===== src/rtl/encrypt_multi.sv =====
// Iterative DES encrypt/decrypt engine, UNROLL rounds per clock; ENCRYPT_MULTI_ZEROISE_EN clears secrets after each op.
// Latency: ack rises N_R/UNROLL + 2 edges after req is sampled high.
// Four-phase req/ack: result and ack hold in DONE until req is seen low; new ops start only from IDLE.
`ifndef N_R
`define N_R 16
`endif
`ifndef N_K
`define N_K 64
`endif
`ifndef N_B
`define N_B 64
`endif

module encrypt_multi #(
    parameter int UNROLL = 1
) (
    input  logic          clk,
    input  logic          rst,
    input  logic          req,
    output logic          ack,
    input  logic          dec,
    input  logic [`N_K-1:0] k,
    input  logic [`N_B-1:0] m,
    output logic [`N_B-1:0] c
);
    localparam int CYC = `N_R / UNROLL;

    if (!(UNROLL == 1 || UNROLL == 2 || UNROLL == 4 || UNROLL == 8 || UNROLL == 16)
        || (`N_R % UNROLL) != 0) begin : g_bad_unroll
        $error("encrypt_multi: UNROLL must be 1, 2, 4, 8 or 16 and divide N_R");
    end

    localparam logic [1:0] IDLE = 2'd0, LOAD = 2'd1, RUN = 2'd2, DONE = 2'd3;

    localparam int IP_T [64] = '{58,50,42,34,26,18,10,2, 60,52,44,36,28,20,12,4,
                                 62,54,46,38,30,22,14,6, 64,56,48,40,32,24,16,8,
                                 57,49,41,33,25,17,9,1,  59,51,43,35,27,19,11,3,
                                 61,53,45,37,29,21,13,5, 63,55,47,39,31,23,15,7};
    localparam int FP_T [64] = '{40,8,48,16,56,24,64,32, 39,7,47,15,55,23,63,31,
                                 38,6,46,14,54,22,62,30, 37,5,45,13,53,21,61,29,
                                 36,4,44,12,52,20,60,28, 35,3,43,11,51,19,59,27,
                                 34,2,42,10,50,18,58,26, 33,1,41,9,49,17,57,25};
    localparam int E_T [48] = '{32,1,2,3,4,5, 4,5,6,7,8,9, 8,9,10,11,12,13, 12,13,14,15,16,17,
                                16,17,18,19,20,21, 20,21,22,23,24,25, 24,25,26,27,28,29, 28,29,30,31,32,1};
    localparam int P_T [32] = '{16,7,20,21,29,12,28,17, 1,15,23,26,5,18,31,10,
                                2,8,24,14,32,27,3,9, 19,13,30,6,22,11,4,25};
    localparam int PC1_T [56] = '{57,49,41,33,25,17,9, 1,58,50,42,34,26,18, 10,2,59,51,43,35,27,
                                  19,11,3,60,52,44,36, 63,55,47,39,31,23,15, 7,62,54,46,38,30,22,
                                  14,6,61,53,45,37,29, 21,13,5,28,20,12,4};
    localparam int PC2_T [48] = '{14,17,11,24,1,5, 3,28,15,6,21,10, 23,19,12,4,26,8, 16,7,27,20,13,2,
                                  41,52,31,37,47,55, 30,40,51,45,33,48, 44,49,39,56,34,53, 46,42,50,36,29,32};
    localparam int SBOX [8][64] = '{
        '{14,4,13,1,2,15,11,8,3,10,6,12,5,9,0,7, 0,15,7,4,14,2,13,1,10,6,12,11,9,5,3,8,
          4,1,14,8,13,6,2,11,15,12,9,7,3,10,5,0, 15,12,8,2,4,9,1,7,5,11,3,14,10,0,6,13},
        '{15,1,8,14,6,11,3,4,9,7,2,13,12,0,5,10, 3,13,4,7,15,2,8,14,12,0,1,10,6,9,11,5,
          0,14,7,11,10,4,13,1,5,8,12,6,9,3,2,15, 13,8,10,1,3,15,4,2,11,6,7,12,0,5,14,9},
        '{10,0,9,14,6,3,15,5,1,13,12,7,11,4,2,8, 13,7,0,9,3,4,6,10,2,8,5,14,12,11,15,1,
          13,6,4,9,8,15,3,0,11,1,2,12,5,10,14,7, 1,10,13,0,6,9,8,7,4,15,14,3,11,5,2,12},
        '{7,13,14,3,0,6,9,10,1,2,8,5,11,12,4,15, 13,8,11,5,6,15,0,3,4,7,2,12,1,10,14,9,
          10,6,9,0,12,11,7,13,15,1,3,14,5,2,8,4, 3,15,0,6,10,1,13,8,9,4,5,11,12,7,2,14},
        '{2,12,4,1,7,10,11,6,8,5,3,15,13,0,14,9, 14,11,2,12,4,7,13,1,5,0,15,10,3,9,8,6,
          4,2,1,11,10,13,7,8,15,9,12,5,6,3,0,14, 11,8,12,7,1,14,2,13,6,15,0,9,10,4,5,3},
        '{12,1,10,15,9,2,6,8,0,13,3,4,14,7,5,11, 10,15,4,2,7,12,9,5,6,1,13,14,0,11,3,8,
          9,14,15,5,2,8,12,3,7,0,4,10,1,13,11,6, 4,3,2,12,9,5,15,10,11,14,1,7,6,0,8,13},
        '{4,11,2,14,15,0,8,13,3,12,9,7,5,10,6,1, 13,0,11,7,4,9,1,10,14,3,5,12,2,15,8,6,
          1,4,11,13,12,3,7,14,10,15,6,8,0,5,9,2, 6,11,13,8,1,4,10,7,9,5,0,15,14,2,3,12},
        '{13,2,8,4,6,15,11,1,10,9,3,14,5,0,12,7, 1,15,13,8,10,3,7,4,12,5,6,11,0,14,9,2,
          7,11,4,1,9,12,14,2,0,6,10,13,15,3,5,8, 2,1,14,7,4,10,8,13,15,12,9,0,3,5,6,11}};

    // Tables use DES bit numbering: bit 1 is the MSB of the source vector.
    function automatic logic [63:0] perm64(input logic [63:0] x, input logic fin);
        logic [63:0] r;
        for (int i = 0; i < 64; i++)
            r[6'(63-i)] = x[6'(64 - (fin ? FP_T[i] : IP_T[i]))];
        return r;
    endfunction

    function automatic logic [55:0] pc1(input logic [63:0] x);
        logic [55:0] r;
        for (int i = 0; i < 56; i++) r[6'(55-i)] = x[6'(64-PC1_T[i])];
        return r;
    endfunction

    function automatic logic [47:0] pc2(input logic [55:0] x);
        logic [47:0] r;
        for (int i = 0; i < 48; i++) r[6'(47-i)] = x[6'(56-PC2_T[i])];
        return r;
    endfunction

    function automatic logic [31:0] feistel(input logic [31:0] rr, input logic [47:0] sk);
        logic [47:0] x;
        logic [31:0] s;
        logic [31:0] p;
        logic [5:0]  b;
        for (int i = 0; i < 48; i++) x[6'(47-i)] = rr[5'(32-E_T[i])];
        x = x ^ sk;
        for (int i = 0; i < 8; i++) begin
            b = x[6'(42-6*i) +: 6];
            s[5'(28-4*i) +: 4] = 4'(SBOX[i][{b[5], b[0], b[4:1]}]);
        end
        for (int i = 0; i < 32; i++) p[5'(31-i)] = s[5'(32-P_T[i])];
        return p;
    endfunction

    function automatic logic two_shift(input int r);
        return !(r == 1 || r == 2 || r == 9 || r == 16);
    endfunction

    function automatic logic [55:0] rotl(input logic [55:0] x, input logic two);
        return two ? {x[53:28], x[55:54], x[25:0], x[27:26]}
                   : {x[54:28], x[55], x[26:0], x[27]};
    endfunction

    function automatic logic [55:0] rotr(input logic [55:0] x, input logic two);
        return two ? {x[29:28], x[55:30], x[1:0], x[27:2]}
                   : {x[28], x[55:29], x[0], x[27:1]};
    endfunction

    logic [1:0]  state;
    logic [3:0]  cnt;
    logic [63:0] kq, mq;
    logic        decq;
    logic [31:0] l_q, r_q, l_n, r_n;
    logic [55:0] cd_q, cd_n;

    // Decrypt walks the schedule backwards: the first round key is the unrotated PC1 output.
    always_comb begin
        int          idx;
        logic [31:0] tmp;
        l_n  = l_q;
        r_n  = r_q;
        cd_n = cd_q;
        for (int j = 0; j < UNROLL; j++) begin
            idx = int'(cnt) * UNROLL + j;
            if (!decq)          cd_n = rotl(cd_n, two_shift(idx + 1));
            else if (idx != 0)  cd_n = rotr(cd_n, two_shift(17 - idx));
            tmp = r_n;
            r_n = l_n ^ feistel(r_n, pc2(cd_n));
            l_n = tmp;
        end
    end

    always_ff @(posedge clk) begin
        if (rst) begin
            state <= IDLE;
            ack   <= 1'b0;
            c     <= '0;
            cnt   <= '0;
            kq    <= '0;
            mq    <= '0;
            decq  <= 1'b0;
            l_q   <= '0;
            r_q   <= '0;
            cd_q  <= '0;
        end else begin
            case (state)
                IDLE: begin
                    ack <= 1'b0;
                    if (req) begin
                        kq    <= k;
                        mq    <= m;
                        decq  <= dec;
                        state <= LOAD;
                    end
                end
                LOAD: begin
                    {l_q, r_q} <= perm64(mq, 1'b0);
                    cd_q       <= pc1(kq);
                    cnt        <= '0;
                    state      <= RUN;
                end
                RUN: begin
                    l_q  <= l_n;
                    r_q  <= r_n;
                    cd_q <= cd_n;
                    cnt  <= cnt + 4'd1;
                    if (cnt == 4'(CYC - 1)) state <= DONE;
                end
                default: begin
                    if (!ack) begin
                        c   <= perm64({r_q, l_q}, 1'b1);
                        ack <= 1'b1;
                    end else if (!req) begin
                        ack   <= 1'b0;
                        state <= IDLE;
`ifdef ENCRYPT_MULTI_ZEROISE_EN
                        c    <= '0;
                        kq   <= '0;
                        mq   <= '0;
                        decq <= 1'b0;
                        l_q  <= '0;
                        r_q  <= '0;
                        cd_q <= '0;
`endif
                    end
                end
            endcase
        end
    end
endmodule


===== config.mk =====
export PLATFORM = sky130hd
export DESIGN_NAME = encrypt_multi
export DESIGN_NICKNAME = d
export VERILOG_FILES = /design/src/rtl/encrypt_multi.sv
export SDC_FILE = /design/constraint.sdc
export NUM_CORES = 1
export LEC_CHECK = 0
export ABC_CLOCK_PERIOD_IN_PS = 4500
export CAP_MARGIN = 20
export CORE_UTILIZATION = 45
export DETAILED_ROUTE_END_ITERATION = 10
export GPL_ROUTABILITY_DRIVEN = 0
export GPL_TIMING_DRIVEN = 0
export PLACE_DENSITY = 0.71
export SLEW_MARGIN = 10
export SYNTH_ARGS = -nofsm -noshare
export SYNTH_HDL_FRONTEND = slang
export SYNTH_SLANG_ARGS = --single-unit

===== constraint.sdc =====
create_clock -name clk -period 4.5 [get_ports clk]
set_input_delay 1.35 -clock clk [delete_from_list [all_inputs] [get_ports clk]]
set_output_delay 1.35 -clock clk [all_outputs]
set_load 0.02 [all_outputs]

==> summary.txt, run 1 <==
Logic synthesis
  • Post-synth top area share: 30.3%
  • Commonest cells post-synth: 130 x nand2_1, 120 x dfxtp_1, 94 x nor2_1
  • Top-count cell post-synth: nand2_1
  • Dominant cell type by area after synthesis: dfxtp_1
  • EDFF count, synth: 0
  • Top FF cell, synth: dfxtp_1
  • FF+latch count, synth: 120
  • Syn Std Cell Area: 0.00792 sq mm
  • Largest cells by area after synthesis: dfxtp_1 30%, mux2i_1 7.3%, nand2_1 6.2%, a21oi_1 5.4%, buf_4 4.9%
  • Syn Area/Cell: 8.10 sq um
  • Sequential area share after synthesis: 30.3%
  • Cell count after synthesis: 978
  • Synth cell types: 86
  • Yosys warnings: 0
  • Synth async-reset ratio: 0%

Worst hold path
  • WHS Path Cells: 2
  • Hold Path Class: flip-flop to flip-flop
  • Hold Crit Start: l_q[14]

Power and ir drop
  • Seq pwr share: 24.8%
  • Proportion of power drawn by combinational gates: 51.1%
  • Clk pwr share: 24.0%
  • P_int: 3.16 mW
  • Switching Fraction: 43.5%
  • PD cells: 587 mW/mm^2
  • Switching pwr: 2.43 mW
  • Peak supply drop: 0.276 mV
  • Leakage power: 3.85 nW

Global routing
  • Largest net degree at the start of global routing: 17
  • First-pass GRT wire length: 36,700 microns
  • Initial antenna violation count: 0
  • GRT Util Overall: 26.1%
  • Grt total ovfl: 0
  • Vias in the first global route: 6,706

STA
  • Unrepaired setup endpoints after global routing: no
  • Post-layout worst setup margin: 0.248 ns
  • Setup Viol. Count Final: 0
  • Final hold violation count: 0
  • Fin crit period: 4.25 ns
  • Setup TNS: 0 ns
  • Worst hold slack: 0.450 ns
  • Crit share post-route: 94.5%
  • Slew of the pin with the lowest slew margin: 0.941 ns
  • Final slew viol count: 0
  • Relative slew slack: 36.9%
  • Max Clock Freq: 235 MHz
  • Setup Skew: 0.00693 ns

Setup path
  • Setup Crit Path Kind: flip-flop to flip-flop
  • CP Buf/Inv Count: 4
  • Reg2Reg Launch Point: cnt[1]
  • Crit-path slowest cell: clkbuf_1
  • Worst Path Required: 4.80 ns
  • Critical path arrival: 4.56 ns
  • CP Max Fanout: 10
  • R2R depth: 15
  • Crit path launch type: flip-flop
  • Crit path cell chain: inv_1 > ha_1 > nand4bb_1 > clkbuf_1 > clkbuf_1 > nor2_1 > a221oi_4 > inv_1 > ha_1 > o21bai_1 > o311a_1 > o21ai_0 > o22ai_2 > xnor2_1 > o31a_1
  • CP peak stage delay: 0.49 ns
  • Setup crit start: cnt[1]
  • Crit-path leading delay family: buffers and inverters
  • Critical Path End Type: flip-flop
  • CP Depth: 15

Flow run
  • Max cap viols: 0

Placement
  • Place WS: -0.297 ns
  • Port bufs: 48
  • HPWL Detailed: 17,000 microns
  • DP Area: 0.00886 sq mm

Clock network
  • CTS tree: done
  • Clock insertion delay at the later pin of the skew report: 0.41 ns
  • Clk root buf: clkbuf_16
  • CTS max path bufs: 2
  • Clock Sinks: 120
  • Worst-path clk slew: 0.06 ns
  • H-tree levels: 4
  • CTS Buf Count: 17

Layout
  • Antenna cells: 0
  • Share of cells above drive strength 1: 13.6%
  • Fin area: 0.00952 sq mm
  • Final Net Count: 1,259
  • Final core area utilization: 55.2%
  • Area added between synthesis and finish: 20.2%

Die
  • Starting Density: 45.9%
  • Die Y: 135 microns
  • Core area: 0.0172 sq mm
  • Boundary Pins: 197
  • Row count: 48
  • Die Footprint: 0.0181 sq mm
  • Die Width: 135 microns

Drt
  • Final wirelength: 23,300 microns
  • Vias post-DR: 7,441
  • DR WL/cell: 17.4 microns
  • Antenna-violating nets left: 0
  • DR vias/cell: 5.57
  • Drc violations: 0
  • Initial DRC count: 587
  • Initial DRT Pass Iterations: 5

Status
  • Status: finished clean
[timing repair]
| action | in CTS | in global routing |
|---|---|---|
| buffers inserted | 2 | 4 |
| pin swaps | 1 | 2 |
| hold buffers | 0 | 0 |
| hold endpoints to repair | 0 | 0 |
| setup endpoints to repair | 4 | 4 |
| resized for setup | 1 | 4 |
[kinds of logic after synthesis]
| group | count (synthesis) | share of synthesized area, % |
|---|---|---|
| buf+inv | 140 | 9.69 |
| mux | 64 | 8.37 |
| fa+ha+maj | 29 | 4.58 |
| compound gates | 253 | 22.7 |
| xor+xnor | 25 | 3.41 |
| other cells | 1 | 0.0474 |
| flops | 120 | 30.3 |
| simple gates | 346 | 20.9 |
[final timing paths]
check / slack, ns / endpoint
setup / recovery: 0.25 / l_n[13]
hold / removal: 0.45 / c[11]
setup reg to reg: 0.25 / l_n[13]
hold reg to reg: 0.45 / c[11]
[cell usage in the layout, fill, tap and decap left out, types with 8 or more instances in the layout]
master / synthesis / routed
nor3_1: 16 / 16
clkdlybuf4s50_1: 0 / 48
nand2b_1: 24 / 24
o21ai_0: 23 / 23
nand3_1: 19 / 19
buf_4: 52 / 58
inv_1: 27 / 27
ha_1: 29 / 29
a211oi_1: 31 / 31
nand2_1: 130 / 130
nor2_1: 94 / 94
xnor2_1: 15 / 15
a21oi_1: 86 / 86
conb_1: 1 / 48
mux2i_1: 58 / 58
o21a_1: 9 / 9
clkbuf_16: 0 / 17
dfxtp_1: 120 / 120
clkbuf_1: 37 / 38
buf_1: 11 / 11
or3_1: 11 / 11
o21ai_1: 8 / 8
nor2b_1: 10 / 10
[sequential cells by signal (all words and copies together), names as in the netlist]
name	cells
ack	1
c	16
cd_q	28
cnt	4
decq	1
kq	12
l_n	20
l_q	20
mq	16
state	2
[stage by stage]
stage               instances  power, mW
floorplan                1025       3.43
global placement         1298       4.10
detailed placement       1298       4.13
CTS                      1332       5.48
global route             1336       5.89
finish                   1336       5.59
[metal layers]
layer,global-route usage (%),routed length (microns)
met5,0,0
met2,40.3,10200
met4,13.4,1190
met1,34.3,9860
met3,5.67,2050
[worst register-to-register path, stage by stage (launching register included)]
cell and delay, ns:
dfxtp_1 0.44, inv_1 0.14, ha_1 0.27, nand4bb_1 0.29, clkbuf_1 0.49, clkbuf_1 0.46
nor2_1 0.13, a221oi_4 0.33, inv_1 0.26, ha_1 0.26, o21bai_1 0.15, o311a_1 0.12
o21ai_0 0.22, o22ai_2 0.15, xnor2_1 0.18, o31a_1 0.23
[power groups by stage]
stage / clock, mW / sequential [mW] / combinational [mW]
after floorplan: 0 / 1.34 / 2.09
after detailed placement: 0 / 1.40 / 2.73
after global routing: 1.40 / 1.40 / 3.10
final: 1.34 / 1.39 / 2.86
after global placement: 0 / 1.39 / 2.70
after CTS: 1.35 / 1.38 / 2.76
[area by class of cell]
cell class                      count  area (sq um)
Fill cell                        1589          7710
Multi-Input combinational cell    765          4970
Sequential cell                   120          2400
Buffer                            112           662
Timing Repair Buffer               54           526
Clock buffer                       18           429
Tap cell                          225           282
Clock inverter                     14           149
Inverter                           28           105
No activity file was read; power rests on OpenSTA's default activity.
==> inputs of run 2 (changes only) <==
--- a/config.mk
+++ b/config.mk
@@ -5,7 +5,6 @@
 export SDC_FILE = /design/constraint.sdc
 export NUM_CORES = 1
 export LEC_CHECK = 0
-export ABC_CLOCK_PERIOD_IN_PS = 4500
 export CAP_MARGIN = 20
 export CORE_UTILIZATION = 45
 export DETAILED_ROUTE_END_ITERATION = 10
==> results of run 2 <==
Same layout as run 1: the final DEF is identical, and so are final timing and power.
==> inputs of run 3 (changes only) <==
--- a/config.mk
+++ b/config.mk
@@ -6,6 +6,7 @@
 export NUM_CORES = 1
 export LEC_CHECK = 0
 export CAP_MARGIN = 20
+export CORE_ASPECT_RATIO = 2
 export CORE_UTILIZATION = 45
 export DETAILED_ROUTE_END_ITERATION = 10
 export GPL_ROUTABILITY_DRIVEN = 0
==> run 3 against run 2 <==
- clock power grew 3%
- design area grew 0.21%
- total power grew 2.0%
- global-route usage grew 3.9 points
- largest power group unchanged
- register-to-register slack gained 0.02 ns
- first-iteration DRC count shrank 4.4%
==> summary.txt, run 3 (same netlist as run 1, synthesis figures left out) <==
Setup path
  • Setup crit start: cnt[1]
  • Reg2Reg Launch Point: cnt[1]
  • Setup Crit Path Kind: flip-flop to flip-flop
  • Critical path arrival: 4.56 ns
  • CP Max Fanout: 10
  • Worst Path Required: 4.83 ns
  • Critical Path End Type: flip-flop
  • Crit path launch type: flip-flop

STA
  • Max Clock Freq: 236 MHz
  • Setup Skew: 0.00691 ns
  • Fin crit period: 4.23 ns
  • Crit share post-route: 94.0%
  • Post-layout worst setup margin: 0.271 ns
  • Final slew viol count: 0
  • Slew of the pin with the lowest slew margin: 1.04 ns
  • Setup Viol. Count Final: 0
  • Final hold violation count: 0
  • Unrepaired setup endpoints after global routing: no
  • Relative slew slack: 30.2%

Layout
  • Top reg by flops: cd_q
  • Fill cells: 1,631
  • Share of cells above drive strength 1: 13.9%
  • Number of flip-flops in the largest register: 28
  • Commonest non-fill, non-tap cell in the layout: nand2_1
  • Area added between synthesis and finish: 20.5%
  • Fin area: 0.00954 sq mm
  • Final core area utilization: 55.2%
  • Commonest non-fill, non-tap cells in the layout: 130 x nand2_1, 120 x dfxtp_1, 94 x nor2_1
  • Final Net Count: 1,259
  • Antenna cells: 0

Global routing
  • Grt total ovfl: 0
  • GRT Util Overall: 30.0%
  • Largest net degree at the start of global routing: 17
  • First-pass GRT wire length: 39,800 microns
  • Initial antenna violation count: 0
  • Vias in the first global route: 7,451

Placement
  • HPWL Detailed: 19,300 microns
  • Place WS: -0.207 ns
  • DP Area: 0.00884 sq mm
  • Port bufs: 48

Clock network
  • Clock insertion delay at the later pin of the skew report: 0.44 ns
  • Worst-path clk slew: 0.06 ns
  • Clock Sinks: 120
  • H-tree levels: 4
  • CTS Hold Bufs: 0
  • CTS tree: done
  • Clk root buf: clkbuf_16
  • CTS max path bufs: 2
  • CTS Buf Count: 17

Power and ir drop
  • PD cells: 597 mW/mm^2
  • Proportion of power drawn by combinational gates: 51.2%
  • Switching pwr: 2.52 mW
  • Seq pwr share: 24.5%
  • Pwr Total: 5.70 mW
  • Leakage power: 3.85 nW
  • Peak supply drop: 0.396 mV
  • Switching Fraction: 44.2%
  • P_int: 3.18 mW
  • Clk pwr share: 24.3%

Die
  • Die Footprint: 0.0182 sq mm
  • Die Y: 190 microns
  • Starting Density: 45.8%
  • Boundary Pins: 197
  • Row count: 68
  • Core area: 0.0173 sq mm
  • Die Width: 95.8 microns

Worst hold path
  • Hold Crit Start: l_q[6]
  • Hold Path Class: flip-flop to flip-flop

Flow run
  • Max cap viols: 0

Drt
  • Initial DRT Pass Iterations: 6
  • Initial DRC count: 561
  • Vias post-DR: 7,642
  • DR vias/cell: 5.79
  • Drc violations: 0
  • Antenna-violating nets left: 0
  • Final wirelength: 26,200 microns
  • DR WL/cell: 19.8 microns

Status
  • Status: finished clean
==> run 3: changes by cell type in the layout (fill, tap and decap cells not counted), moves of 2 or more <==
cell | before | now
clkbuf_8 | 0 | 2
clkinv_2 | 4 | 1
inv_6 | 3 | 1
a211oi_2 | 4 | 6
clkinvlp_4 | 1 | 4
a211oi_1 | 31 | 29
==> run 3: final cells by class <==
class | instances | area [sq um] | area share (%)
multi-input cells | 765 | 4980 | 52.2
flip-flops and latches | 120 | 2400 | 25.2
plain buffers | 112 | 662 | 6.94
repair buffers | 54 | 526 | 5.51
clock buffers | 19 | 453 | 4.75
well taps | 210 | 263 | 2.75
clock inverters | 13 | 148 | 1.55
inverters | 28 | 105 | 1.10
==> run 3: metrics by stage <==
stage / hold slack, ns / TNS (ns) / cells
floorplan: 0.431 / 0 / 1025
global placement: 0.441 / -0.241 / 1283
detailed placement: 0.448 / -0.284 / 1283
CTS: 0.455 / 0 / 1317
global route: 0.470 / 0 / 1321
finish: 0.449 / 0 / 1321
==> run 3: timing repair <==
item,in CTS,in global routing
setup buffers,2,4
pin swaps,1,2
gates resized for setup,2,6
setup endpoints to repair,2,4
==> run 3: final timing paths <==
| kind | endpoint | slack [ns] | cells past startpoint |
|---|---|---|---|
| worst max-delay path | l_n[13] | 0.27 | 15 |
| worst min-delay path | c[9] | 0.45 | 2 |
| worst max register to register | l_n[13] | 0.27 | 15 |
| worst min register to register | c[9] | 0.45 | 2 |
==> run 3: power by group through the flow <==
stage / Sequential, mW / Clock (mW) / Combinational [mW]
finish: 1.39 / 1.38 / 2.92
global placement: 1.40 / 0 / 2.75
floorplan: 1.34 / 0 / 2.09
CTS: 1.38 / 1.38 / 2.83
global route: 1.41 / 1.43 / 3.14
detailed placement: 1.40 / 0 / 2.80
==> run 3: layer usage <==
layer	wire length (microns)	GRT usage, %
met2	13400	52.6
met1	8810	28.1
met4	2470	27.0
met3	1520	6.47
met5	0	0
==> run 3: critical path: stages, from the launching register on <==
cell       delay [ns]
dfxtp_1          0.46
inv_1            0.16
ha_1             0.28
nand4bb_1        0.29
clkbuf_1         0.49
clkbuf_1         0.45
nor2_1           0.09
a221oi_2         0.32
inv_1            0.24
ha_1             0.28
o21bai_1         0.17
o311a_1          0.12
o21ai_0          0.22
o22ai_2          0.14
xnor2_1          0.18
o31a_1           0.23
==> RTL change, RTL diff (config.mk and constraints of run 3) <==
The option `ENCRYPT_MULTI_ZEROISE_EN` is turned on by a define.
--- a/src/rtl/encrypt_multi.sv
+++ b/src/rtl/encrypt_multi.sv
@@ -1,6 +1,8 @@
 // Iterative DES encrypt/decrypt engine, UNROLL rounds per clock; ENCRYPT_MULTI_ZEROISE_EN clears secrets after each op.
 // Latency: ack rises N_R/UNROLL + 2 edges after req is sampled high.
 // Four-phase req/ack: result and ack hold in DONE until req is seen low; new ops start only from IDLE.
+`define ENCRYPT_MULTI_ZEROISE_EN
+
 `ifndef N_R
 `define N_R 16
 `endif
Behaviour: no difference found for any inputs over 4 cycles, from zero or initial values and one cycle with rst high; that may be too few to reach the edited logic, so the function may still have changed.
==> RTL change against run 3 <==
Non-clock buffer count grew 9. Setup slack got worse by 59 ps. Wire length is 7.2% higher. Synthesized area down 1.3%. Die area fell by 1.2%. Sequential cell count is the same. Final area is 1.4% lower. Highest routed layer unchanged.
Power is not compared: it rests on default switching activity, and its combinational part moved more than twofold at a synthesized area within 25%.
==> RTL change: results (changes against run 3) <==
INFO  metric run_status = finished clean
INFO  metric synth.cells.most_frequent = 120 x dfxtp_1, 89 x nor2_1, 88 x nand2_1
INFO  metric sequential_fraction_of_the_synthesis_area = 30.7% (+0.39 points)
INFO  metric layout_cells_sized_above_1 = 11.9% (-2.0 points)
INFO  metric grtUsageTotal = 32.2% (+2.2 points)
INFO  metric yosys.area_share.adder = 4.64% (+0.059 points)
INFO  metric globalRouteMet1Util = 31.6% (+3.5 points)
INFO  metric drt-met1-wl = 9.25 mm (+5.0%)
INFO  metric fraction_of_met2_tracks_used_by_global_routing = 56.9% (+4.3 points)
INFO  metric dr.first_iter.drc_count = 794 (+42%)
INFO  metric first_global_vias = 7,614 (+2.2%)
INFO  metric met2_length = 14.5 mm (+8.2%)
INFO  metric arrival = 4640 ps (+80 ps)
INFO  metric finalClockSkew = 8.79 ps (+1.88 ps)
INFO  metric cp_max_fo = 10 (unchanged)
INFO  metric synth_cell_types = 78 (-9.3%)
INFO  metric synth_top_cells_by_area = dfxtp_1 31%, a21oi_1 5.6%, buf_4 4.9%
INFO  metric synth-compound-area-share = 27.2% (+4.5 points)
INFO  metric fin_nets = 1,277 (+1.4%)
INFO  metric setup-violations-final = 0 (unchanged)
INFO  metric synth_xor_xnor_area_share = 1.55% (-1.9 points)
INFO  metric dp.final_hpwl = 20.7 mm (+7.5%)
INFO  metric grt_first_pass_wirelength = 42.3 mm (+6.2%)
INFO  metric vias = 8,159 (+6.8%)
INFO  metric routedWlPerCell = 21.0 µm (+6.1%)
INFO  metric maxSlewHeadroom = 36.2% (+6.0 points)
## RTL change: where the power goes
| group | leakage (nW) | switching, mW | total [mW] | internal (mW) |
|---|---|---|---|---|
| clock | 0.294 | 0.497 | 1.41 | 0.911 |
| sequential | 0.970 | 0.0885 | 1.25 | 1.16 |
| combinational | 2.66 | 0.902 | 1.25 | 0.344 |
## RTL change: final timing paths
check | startpoint | end | slack [ps] | cells past startpoint
min reg2reg | kq[9] | kq[9] | 460 | 2
min | kq[9] | kq[9] | 460 | 2
max | cnt[2] | l_n[5] | 210 | 17
max reg2reg | cnt[2] | l_n[5] | 210 | 17
## RTL change: per-stage QoR
stage               cells  area (µm²)  total power, mW
CTS                  1333        9360             3.87
floorplan            1044        8000             2.04
detailed placement   1301        8750             2.47
finish               1335        9410             3.90
global placement     1299        8730             2.45
global route         1335        9410             4.05
## RTL change: layout make-up
cell class,count,area share [%]
multi-input cells,776,51.4
flip-flops and latches,120,25.6
plain buffers,122,7.41
repair buffers,53,5.45
clock buffers,24,5.12
well taps,207,2.75
clock inverters,7,1.25
inverters,26,1.04
## RTL change: cells by family after synthesis
logic type | after synthesis
buffers and inverters | 148
and+or+nand+nor | 325
adders and majority gates | 29
other | 1
AOI/OAI and AO/OA | 317
muxes | 44
DFF | 120
xor gates and xnor gates | 13
## RTL change: repair_timing
item,4_1_cts,5_1_grt
buffers inserted,1,2
hold buffers,0,0
endpoints found under the setup margin,3,5
resized for setup,1,11
pin swaps,1,1
## RTL change: critical path, stage by stage (launching register included)
cell	delay, ps
dfxtp_1	410
buf_6	170
inv_1	50
ha_1	330
or3b_1	410
a21o_1	210
buf_2	190
nand2_1	280
a211oi_1	150
o22a_2	320
xor2_2	300
inv_1	80
ha_1	310
nor4_1	300
a311oi_1	80
a22oi_1	270
xor2_1	210
o2bb2ai_1	130
